[config.mk]
export PLATFORM = sky130hd
export DESIGN_NAME = mux_2to1_flat
export DESIGN_NICKNAME = d
export VERILOG_FILES = /design/src/rtl/mux_2to1_if.sv /design/src/rtl/mux_2to1.sv /design/src/flat_wrapper.sv
export SDC_FILE = /design/constraint.sdc
export NUM_CORES = 1
export LEC_CHECK = 0
export ABC_CLOCK_PERIOD_IN_PS = 800
export BUFFER_PORTS_ARGS = -buffer_cell sky130_fd_sc_hd__buf_2
export CAP_MARGIN = 15
export CORE_ASPECT_RATIO = 0.75
export CORE_MARGIN = 4
export CORE_UTILIZATION = 25
export DETAILED_ROUTE_END_ITERATION = 8
export PLACE_DENSITY = 0.85
export SLEW_MARGIN = 20
export SYNTH_ARGS = -nofsm -noshare
export SYNTH_HDL_FRONTEND = slang
export SYNTH_SLANG_ARGS = --single-unit
[constraint.sdc]
create_clock -name vclk -period 0.8
set_input_delay 0.08 -clock vclk [all_inputs]
set_output_delay 0.08 -clock vclk [all_outputs]
set_load 0.005 [all_outputs]
[src/rtl/mux_2to1_if.sv]
`default_nettype none
// ============================================================================
//  Module      : mux_2to1_if
//  Description : Bundles the mux operands, select, valid qualifier and the
//                muxed result. The master drives the operands and consumes
//                the result. The slave (the mux) does the reverse.
//  Revision    : 1.0 - initial release
// ============================================================================
interface mux_2to1_if #(
    parameter int WIDTH = 64
);
    logic [WIDTH-1:0] inputA;
    logic [WIDTH-1:0] inputB;
    logic             controlSignal;
    logic             inValid;
    logic [WIDTH-1:0] outMux;
    logic             outValid;

    modport master (
        output inputA,
        output inputB,
        output controlSignal,
        output inValid,
        input  outMux,
        input  outValid
    );

    modport slave (
        input  inputA,
        input  inputB,
        input  controlSignal,
        input  inValid,
        output outMux,
        output outValid
    );
endinterface
`default_nettype wire

[src/rtl/mux_2to1.sv]
`default_nettype none
// ============================================================================
//  Module      : mux_2to1
//  Description : WIDTH-bit two-input multiplexer with a valid qualifier.
//                controlSignal == 1 selects inputB. Any other value, including
//                X/Z, selects inputA.
//                Configuration macro MUX_OUT_REG_EN:
//                  undefined - purely combinational. outMux follows the
//                              selection and outValid follows inValid.
//                              clk and reset are unused.
//                  defined   - one register stage with 1-cycle latency.
//                              It uses a synchronous active-high reset.
//                              outMux holds its value while inValid is low.
//  Revision    : 1.0 - initial release
// ============================================================================
module mux_2to1 #(
    parameter int WIDTH = 64
) (
    input  wire logic     clk,
    input  wire logic     reset,
    mux_2to1_if.slave     bus
);

    logic [WIDTH-1:0] w_selected;

    // An if-statement makes an unknown select take the inputA branch.
    // A ?: operator would instead merge the two operands bit by bit.
    always_comb begin
        w_selected = bus.inputA;
        if (bus.controlSignal == 1'b1) begin
            w_selected = bus.inputB;
        end
    end

`ifdef MUX_OUT_REG_EN

    logic [WIDTH-1:0] r_outMux;
    logic             r_outValid;

    // Output stage. Reset wins over a valid transfer.
    // An idle cycle keeps the data and drops valid.
    always_ff @(posedge clk) begin
        if (reset) begin
            r_outMux   <= '0;
            r_outValid <= 1'b0;
        end else if (bus.inValid) begin
            r_outMux   <= w_selected;
            r_outValid <= 1'b1;
        end else begin
            r_outValid <= 1'b0;
        end
    end

    assign bus.outMux   = r_outMux;
    assign bus.outValid = r_outValid;

`else

    // clk and reset have no job in the combinational build.
    // They are folded into a sink so they remain connected.
    logic w_unused;
    assign w_unused = ^{clk, reset};

    assign bus.outMux   = w_selected;
    assign bus.outValid = bus.inValid;

`endif

endmodule
`default_nettype wire

[src/flat_wrapper.sv]
// flat-port wrapper written by rule: the top's interface ports become plain ports
module mux_2to1_flat 
#(
    parameter int WIDTH = 64
)
  (clk, reset, bus_inputA, bus_inputB, bus_controlSignal, bus_inValid, bus_outMux, bus_outValid);
  mux_2to1_if #(.WIDTH(WIDTH)) bus_i ();
  input  wire logic clk;
  input  wire logic reset;
  input wire logic [$bits(bus_i.inputA)-1:0] bus_inputA;
  input wire logic [$bits(bus_i.inputB)-1:0] bus_inputB;
  input wire logic [$bits(bus_i.controlSignal)-1:0] bus_controlSignal;
  input wire logic [$bits(bus_i.inValid)-1:0] bus_inValid;
  output wire logic [$bits(bus_i.outMux)-1:0] bus_outMux;
  output wire logic [$bits(bus_i.outValid)-1:0] bus_outValid;
  assign bus_i.inputA = bus_inputA;
  assign bus_i.inputB = bus_inputB;
  assign bus_i.controlSignal = bus_controlSignal;
  assign bus_i.inValid = bus_inValid;
  assign bus_outMux = bus_i.outMux;
  assign bus_outValid = bus_i.outValid;
  mux_2to1 #(.WIDTH(WIDTH)) u_core (.clk(clk), .reset(reset), .bus(bus_i));
endmodule
==> impl_metrics.toml <==
[synth]
syn_avg_cell_area_um2 = 15.1
synth_cell_type_count = 5
synth_fa_ha_area_frac = 0
yosys.area_share.simple = 0
netlist_instances = 72
netlist_area_mm2 = 0.00108
synth_warnings = 0
synth_xor_area_frac = 0
muxShareOfSynthArea = 0.872
synth_top_family_by_area = "multiplexers"
yosysSeqAreaShare = 0
synth_nets = 204
synth_compound_area_frac = 0

[worst_setup_path]
startpoint = "bus_controlSignal"
worstPathArrival_ns = 0.80
criticalPathCategory = "input port to primary output"
endpoint_kind = "primary output"
worstPathRequired_ns = 0.72
start_kind = "input port"
worstPathMaxFanout = 6

[outcome]
violations = "setup timing"
status = "finished, violations left"

[floorplan]
boundaryPins = 197
die_h_um = 65.0
dieArea_mm2 = 0.00547
core_mm2 = 0.00413
chipWidth_um = 84.1
row_count = 20
start_util = 0.263

[global_route]
grt_max_degree = 13
grt_pass1_vias = 1571
track_usage = 0.187
grt_antenna_before_repair = 0
grt_pass1_wl_mm = 8.14
overflow = 0

[sta]
final_max_slew_viol_count = 0
final-hold-violation-count = 0
rsz0062_at_grt = "yes"
final.setup.worst_slack_ns = -0.0794
tightest_slew_ns = 0.0876
setup_viol = 64
max_slew_margin = 0.942
fmax_ghz = 1.14
fin_crit_sh = 1.10
period_needed_ns = 0.879

[drt]
antenna_left = 0
wl_mm = 5.96
wl_per_cell_um = 18.4
drtPass1Iterations = 4
vias = 1438
drc = 0
first_iter_violations = 25
viasPerCell = 4.45

[layout]
drive_gt1_frac = 1.00
antennaDiodeCount = 0
seq_cells = 0
final_cells = 323
final_nets = 402
synthToLayoutAreaGrowth_pct = 147
seq_area_um2 = 0
clock_buffers = 0

[place]
numPortBuffers = 193
place_inst = 316
gp_congestion = 0.825
hpwl_mm = 4.47

[hold_path]
min_path_type = "input port to primary output"
min_delay_path_depth = 0
hp-start = "bus_inValid"

[power]
power_density_mw_per_mm2 = 627
ir_worst_vdd_mv = 0.359
p_total_w = 0.00168
leakage_nw = 1.55

[clock_network]
cts_hold_buf = 0

[flow_run]
drv_cap = 0
-- cells by family (layout without fill, tap and decap cells) --
logic type	count (synthesis)	after routing
muxes	64	64
buffers and inverters	8	204
-- cells in the mapped netlist, drive strengths merged --
library cell,n,area share
buf,8,0.13
mux2,64,0.87
-- final cells by class --
class	count	area [µm²]
timing repair buffer	204	1650
fill	323	1450
multi-input combinational	64	961
tap	55	68.8
-- worst max-delay path, cell delays in order --
cell       delay [ns]
buf_16           0.13
clkbuf_16        0.16
mux2_4           0.30
buf_2            0.13
-- final timing paths --
| check | endpoint | slack, ns |
|---|---|---|
| worst max-delay path | bus_outMux[25] | -0.08 |
| worst min-delay path | bus_outValid | 0.16 |
-- metrics by stage --
stage	cell area (µm²)	setup WS [ns]	hold WS (ns)	utilization	setup TNS, ns
after floorplan	1080	0.0224	0.241	-	0
final	2680	-0.0794	0.160	0.648	-3.39
after global routing	2680	-0.0907	0.160	0.648	-4.16
after CTS	2550	-0.0686	0.160	0.618	-3.26
after detailed placement	2040	-0.177	0.160	0.494	-9.24
after global placement	2040	-0.166	0.160	0.494	-8.77
-- placed cells by master, fill, tap and decap left out --
master,n
buf_12,3
buf_8,1
buf_2,129
mux2_4,64
buf_16,7
clkbuf_16,1
buf_6,63
-- report_power, final --
part | internal, W | leakage [nW] | total, W | switching (W)
clock | 0 | 0 | 0 | 0
sequential | 0 | 0 | 0 | 0
combinational | 0.00117 | 1.55 | 0.00168 | 0.000505
-- routing by layer --
layer / vias up / GRT usage / wire length (µm)
met3: 6 / 0.0445 / 577
met4: 0 / 0.0201 / 68
met5: - / 0 / 0
li1: 671 / - / -
met2: 100 / 0.363 / 3230
met1: 661 / 0.213 / 2090
-- what timing repair did --
item	in CTS	in global routing
gates cloned	6	1
buffers inserted	0	0
setup endpoints to repair	64	64
resized for setup	65	17
No activity file was read; power rests on OpenSTA's default activity.
